===== src/rtl/mem_a_tile_fetcher.sv =====
`default_nettype none
// ============================================================================
//  Module      : mem_a_tile_fetcher
//  Description : Pops row addresses from the A-address FIFO, issues one
//                single-beat read per address to memory A and gathers
//                ARRAY_HEIGHT returned words into one tile (row 0 = LSBs).
//                The finished tile is offered to the array-feed stage with a
//                valid/ready handshake; only one tile buffer exists, so the
//                next fill starts after the current tile is accepted.
//  Revision    : 1.0 - initial release
// ============================================================================
module mem_a_tile_fetcher #(
    parameter int BUS_WIDTH_BYTES  = 32,
    parameter int DATA_WIDTH_BYTES = 1,
    parameter int ARRAY_HEIGHT     = 4
) (
    input  logic                                      clk,
    input  logic                                      reset,
    input  logic [15:0]                               a_fifo_addr,
    input  logic                                      a_fifo_empty,
    output logic                                      a_fifo_pop,
    output logic                                      mem_rd_en,
    output logic [15:0]                               mem_rd_addr,
    input  logic [BUS_WIDTH_BYTES*8-1:0]              mem_rd_data,
    input  logic                                      mem_rd_valid,
    output logic [ARRAY_HEIGHT*BUS_WIDTH_BYTES*8-1:0] tile_data,
    output logic                                      tile_valid,
    input  logic                                      tile_ready,
    output logic                                      rd_err
);

    localparam int c_WORD_W = BUS_WIDTH_BYTES * 8;
    localparam int c_CNT_W  = $clog2(ARRAY_HEIGHT) + 1;

    localparam logic [c_CNT_W-1:0] c_H    = c_CNT_W'(ARRAY_HEIGHT);
    localparam logic [c_CNT_W-1:0] c_H_M1 = c_CNT_W'(ARRAY_HEIGHT - 1);
    localparam logic [c_CNT_W-1:0] c_ONE  = c_CNT_W'(1);

    localparam logic [1:0] c_ST_FILL    = 2'd0;
    localparam logic [1:0] c_ST_WAIT    = 2'd1;
    localparam logic [1:0] c_ST_PRESENT = 2'd2;

    // Reject parameter sets the row indexing cannot represent.
    generate
        if (ARRAY_HEIGHT < 2 || (ARRAY_HEIGHT & (ARRAY_HEIGHT - 1)) != 0 ||
            DATA_WIDTH_BYTES < 1 || (BUS_WIDTH_BYTES % DATA_WIDTH_BYTES) != 0) begin : g_bad_params
            $error("mem_a_tile_fetcher: unsupported parameter combination");
        end
    endgenerate

    logic [1:0]                               r_state;
    logic [1:0]                               w_state_nxt;
    logic [c_CNT_W-1:0]                       r_issued;
    logic [c_CNT_W-1:0]                       r_returned;
    logic                                     r_rd_en;
    logic [15:0]                              r_rd_addr;
    logic [ARRAY_HEIGHT*c_WORD_W-1:0]         r_tile_data;
    logic                                     r_tile_valid;
    logic                                     r_rd_err;
    logic                                     w_pop;
    logic                                     w_accept;
    logic                                     w_ret_ok;
    logic                                     w_ret_bad;

    // A return beat is only legal while collecting and with a read in flight.
    assign w_ret_ok  = mem_rd_valid & (r_state != c_ST_PRESENT) & (r_returned < r_issued);
    assign w_ret_bad = mem_rd_valid & ~w_ret_ok;

    // Next-state and pop decode; pop is masked during reset so no FIFO entry is lost.
    always_comb begin
        w_state_nxt = r_state;
        w_pop       = 1'b0;
        w_accept    = 1'b0;
        case (r_state)
            c_ST_FILL: begin
                w_pop = ~reset & ~a_fifo_empty & (r_issued < c_H);
                if (w_pop && (r_issued == c_H_M1)) begin
                    w_state_nxt = c_ST_WAIT;
                end
            end
            c_ST_WAIT: begin
                if (r_returned == c_H) begin
                    w_state_nxt = c_ST_PRESENT;
                end
            end
            c_ST_PRESENT: begin
                if (r_tile_valid && tile_ready) begin
                    w_accept    = 1'b1;
                    w_state_nxt = c_ST_FILL;
                end
            end
            default: begin
                w_state_nxt = c_ST_FILL;
            end
        endcase
    end

    // State register.
    always_ff @(posedge clk or posedge reset) begin
        if (reset) begin
            r_state <= c_ST_FILL;
        end else begin
            r_state <= w_state_nxt;
        end
    end

    // Issue/return counters; both clear when the tile is handed off.
    always_ff @(posedge clk or posedge reset) begin
        if (reset) begin
            r_issued   <= '0;
            r_returned <= '0;
        end else if (w_accept) begin
            r_issued   <= '0;
            r_returned <= '0;
        end else begin
            if (w_pop) begin
                r_issued <= r_issued + c_ONE;
            end
            if (w_ret_ok) begin
                r_returned <= r_returned + c_ONE;
            end
        end
    end

    // Read request is the popped head address, one cycle later; address holds otherwise.
    always_ff @(posedge clk or posedge reset) begin
        if (reset) begin
            r_rd_en   <= 1'b0;
            r_rd_addr <= '0;
        end else begin
            r_rd_en <= w_pop;
            if (w_pop) begin
                r_rd_addr <= a_fifo_addr;
            end
        end
    end

    // Land each accepted return word in the row slot given by the return count.
    always_ff @(posedge clk or posedge reset) begin
        if (reset) begin
            r_tile_data <= '0;
        end else begin
            for (int r = 0; r < ARRAY_HEIGHT; r++) begin
                if (w_ret_ok && (r_returned == c_CNT_W'(r))) begin
                    r_tile_data[r*c_WORD_W +: c_WORD_W] <= mem_rd_data;
                end
            end
        end
    end

    // Tile valid rises on entry to PRESENT and falls only on acceptance.
    always_ff @(posedge clk or posedge reset) begin
        if (reset) begin
            r_tile_valid <= 1'b0;
        end else if ((r_state == c_ST_WAIT) && (w_state_nxt == c_ST_PRESENT)) begin
            r_tile_valid <= 1'b1;
        end else if (w_accept) begin
            r_tile_valid <= 1'b0;
        end
    end

    // Sticky flag for return beats that have no matching outstanding read.
    always_ff @(posedge clk or posedge reset) begin
        if (reset) begin
            r_rd_err <= 1'b0;
        end else if (w_ret_bad) begin
            r_rd_err <= 1'b1;
        end
    end

    assign a_fifo_pop  = w_pop;
    assign mem_rd_en   = r_rd_en;
    assign mem_rd_addr = r_rd_addr;
    assign tile_data   = r_tile_data;
    assign tile_valid  = r_tile_valid;
    assign rd_err      = r_rd_err;

endmodule
`default_nettype wire


===== config.mk =====
export PLATFORM = sky130hd
export DESIGN_NAME = mem_a_tile_fetcher
export DESIGN_NICKNAME = d
export VERILOG_FILES = /design/src/rtl/mem_a_tile_fetcher.sv
export SDC_FILE = /design/constraint.sdc
export NUM_CORES = 2
export LEC_CHECK = 0
export CAP_MARGIN = 20
export CORE_AREA = 10 10 505 507
export CTS_CLUSTER_DIAMETER = 30
export DETAILED_ROUTE_END_ITERATION = 7
export DIE_AREA = 0 0 515 517
export PLACE_DENSITY = 0.44
export REMOVE_ABC_BUFFERS = 1
export SLEW_MARGIN = 10
export SYNTH_ARGS = -nofsm -noshare
export SYNTH_HDL_FRONTEND = slang
export SYNTH_SLANG_ARGS = --single-unit
export TNS_END_PERCENT = 1

===== constraint.sdc =====
create_clock -name clk -period 63.9 [get_ports clk]
set_clock_uncertainty 0.05 [all_clocks]
set_input_delay 6.39 -clock clk [delete_from_list [all_inputs] [get_ports clk]]
set_output_delay 6.39 -clock clk [all_outputs]
set_load 0.03 [all_outputs]

# Word level (Yosys, flattened, before mapping)
# Cells that the tools add are included.
# W data, S select, Z words.
# totals
inputBits	277
wordCells	57
reg_bits	1051
# op_classes
reduce_logical	12
n_addsub	2
mux	13
n_lt_le_gt_ge	2
n_eq_ne	9
bitwise	8
# ops
cell	n
$mux W3	4
$eq A3 B2 Y1 const B	3
$logic_and A1 B1 Y1	7
$add A3 B1 Y3 const B	2
$mux W2	3
$pmux W2 S3	1
$reduce_bool A2 Y1	3
$and A1 B1 Y1	5
$mux W1	5
$eq A2 B2 Y1 const B	2
$eq A3 B1 Y1 const B	1
$eq A3 B3 Y1 const B	1
$logic_not A3 Y1	1
$lt A3 B3 Y1	1
$lt A3 B3 Y1 const B	1
$not A1 Y1	3
$eq A2 B1 Y1 const B	1
$logic_not A2 Y1	1
$ne A2 B2 Y1 const B	1

# Depth between registers and ports, before layout
# depth
word_depth	9
ltp_mapped	9
mapped_depth_nobuf	6

# Least setup slack after synthesis
# OpenSTA, ideal clock, no wires.
# synth_timing
path_kind	in2out
start	input a_fifo_empty
end	output a_fifo_pop
arrival_time_ns	7.294
setup_slack_ns	50.166
stages	3
required_ns	57.460
path_cell_list	or4_1 > nor2_1 > buf_2
# synth_between
elab_chain_len	4
# synth_rtl
element	line	rtl
from (decl)	20	input logic a_fifo_empty,
$not A1 Y1	76	w_pop = ~reset & ~a_fifo_empty & (r_issued < c_H);
$and A1 B1 Y1 (2 in series)	76	
$mux W1	74	case (r_state)
to (decl)	21	output logic a_fifo_pop,
# No other way between the ends.

# Final worst setup path
# layout_timing
start	input reset
end	output a_fifo_pop
# layout_between
elab_chain_len	4
# layout_rtl
element	line	rtl
from (decl)	18	input logic reset,
$not A1 Y1	76	
$and A1 B1 Y1 (2 in series)	76	
$mux W1	74	
# No other way between the ends.

==> results.json <==
{
  "place_area_um2": 56900,
  "ys_ff_latch": 1051,
  "wl_met2_um": 82700,
  "dr.pass1.iters": 5,
  "root_buffer": "clkbuf_16",
  "layout.cells.most_common": "clkdlybuf4s50_1",
  "synth.distinct_cells": 29,
  "rsz0062_at_grt": "false",
  "max_cap_violations": 0,
  "cts.sinks": 1051,
  "mostFrequentLayoutCells": "clkdlybuf4s50_1 (1320), dfrtp_1 (1051), mux2_2 (800), clkbuf_16 (327), mux2_4 (240)",
  "synthArstFlopShare": 1.00,
  "slowest_stage": "clkdlybuf4s50_1",
  "drt_iter0_markers": 1187,
  "drcViolationCount": 0,
  "final_core_util": 0.276,
  "r2r_start": "r_returned[2]",
  "final_area_um2": 67500,
  "die_y_um": 517,
  "avgSynthCellArea_um2": 17.7,
  "numCtsBuffers": 325,
  "worstSetupPathType": "in -> out",
  "core_um2": 245000,
  "drive_gt1_frac": 0.387,
  "clk_path_buf_depth": 4,
  "synth_warnings": 0,
  "slew_violations": 0,
  "port_buffers": 1320,
  "start_util": 0.164,
  "pwr_density_cell_nw_per_um2": 72.4,
  "power.leakage_uw": 0.0286,
  "layout_min_cycle_time_ns": 14.86,
  "p_total_uw": 4890,
  "die_width_um": 515,
  "path_cells": "clkdlybuf4s50_1 > or4_1 > nor2_1 > clkdlybuf4s50_1",
  "io-pin-count": 1321,
  "cts.clk_slew.worst_paths_ns": 0.04,
  "whs_path_depth": 1,
  "min_path_type": "reg -> reg",
  "topRoutingLayerUsed": "met4",
  "synthCells": 2266,
  "ctsResizeCount": 0,
  "dp_worst_setup_slack_ns": 49.03,
  "min_to": "rd_err",
  "post-cts-setup-buffers": 0,
  "hold_viol_final": 0,
  "htree_levels": 5,
  "tightest_slew_ns": 1.04,
  "antenna_found_initial": 17,
  "vias": 26743,
  "end_kind": "output port",
  "peakVddDrop_mv": 0.0332,
  "crit_path_start_kind": "input port",
  "ant_nets": 0,
  "grt.overflow.total": 0,
  "grt_pass1_wl_um": 250000,
  "dieArea_um2": 266000,
  "setup_viol": 0,
  "wl_met3_um": 23600,
  "gp_congestion": 0.776,
  "grt_pass1_vias": 29480,
  "viasPerCell": 3.67,
  "final_nets": 4124,
  "cts_tree": "yes",
  "grt_usage": 0.132,
  "timing.fmax_ghz": 0.0673,
  "area_growth_pct": 68.1,
  "netlist.area_leader.share": 0.655,
  "slew_headroom": 0.309,
  "r2r_end": "tile_data[933]",
  "min_from": "rd_err",
  "rows": 182,
  "clk_latency_ns": 0.88,
  "grt_max_degree": 151,
  "reg2reg_depth": 9,
  "syn-cell-area_um2": 40100,
  "cp_slowest_stage_delay_ns": 0.73,
  "routed_wl_um": 185000,
  "status": "completed",
  "setup-tns-final_ns": 0,
  "cp_max_fo": 3,
  "synthTopCellsByArea": "dfrtp_1 (66%), mux2_2 (22%), mux2_4 (9.0%), buf_6 (0.76%), buf_2 (0.70%)",
  "dpl.hpwl_um": 139000,
  "met1_length_um": 72600,
  "wire_per_inst_um": 25.3,
  "synth_edf_count": 0,
  "timing.critical_path.mode_cell": "clkdlybuf4s50_1",
  "post-synth-top-area-cell": "dfrtp_1",
  "ys_seq_area_frac": 0.655,
  "rrSetupSlack_ns": 57.80,
  "ys.flop_type": "dfrtp_1",
  "hold_buffers": 0,
  "min_period_over_period": 0.233,
  "worst_ep_required_time_ns": 57.46,
  "layout_setup_ws_ns": 49.04,
  "worst_ep_arrival_time_ns": 8.42
}
==> metal layers <==
| metal | vias to the layer above | track usage |
|---|---|---|
| met5 | - | 0 |
| met4 | 0 | 0.0481 |
| met3 | 316 | 0.0782 |
| met2 | 1318 | 0.203 |
| met1 | 13741 | 0.152 |
| li1 | 11368 | - |
==> critical path, delay by kind of cell <==
kind,cells,cell delay [ns]
buf+inv,2,1.27
simple gates,2,0.76
==> logic make-up after synthesis <==
logic type                 after synthesis  synth area share
buffers and inverters                  123            0.0213
DFF                                   1051             0.655
AOI/OAI and AO/OA                       15           0.00212
xor gates and xnor gates                 1          0.000218
muxes                                 1040             0.314
adders and majority gates                9           0.00281
and+or+nand+nor                         27           0.00408
==> cell type report <==
type	instances	area (um^2)
sequential	1051	26300
clock inverter	92	1190
clock buffer	460	9340
tap	3220	4030
antenna	13	32.5
timing repair buffer	1360	13500
fill	24886	177000
multi-input combinational	1092	13000
inverter	8	37.5
==> how the worst max path moves through the flow <==
stage / from / end / cells after the start
floorplan: reset / mem_rd_addr[0] / 1
global placement: reset / a_fifo_pop / 4
detailed placement: reset / a_fifo_pop / 4
CTS: reset / a_fifo_pop / 4
global route: reset / a_fifo_pop / 4
finish: reset / a_fifo_pop / 4
==> stage by stage <==
stage | hold WS, ns | instances
after floorplan | 0.442 | 2151
after global placement | 0.412 | 6731
after detailed placement | 0.417 | 6731
after CTS | 0.437 | 7283
after global routing | 0.453 | 7290
final | 0.429 | 7296
==> registers in the layout, indices dropped and copies added, names as in the netlist <==
register	count
rd_err	1
tile_valid	1
mem_rd_addr	16
r_issued	3
mem_rd_en	1
r_returned	3
tile_data	1024
r_state	2
==> synthesized netlist by cell type, types with 2 or more instances <==
master    number
and2_1         3
a21oi_1        2
nand3_1        7
mux2_2       800
buf_2         56
inv_1          8
dfrtp_1     1051
buf_6         27
nor4_2         2
nand2b_1       2
buf_4         32
mux2_4       240
o21ai_0        7
nand2_1        3
ha_1           9
nor2_1         3
nor2b_1        2
==> power by group <==
part	switching, uW	total (uW)	leakage [uW]	internal [uW]
clock	442	1530	0.00518	1090
sequential	190	1200	0.0126	1010
combinational	1220	2160	0.0108	942
Power figures use the tool's default switching activity.
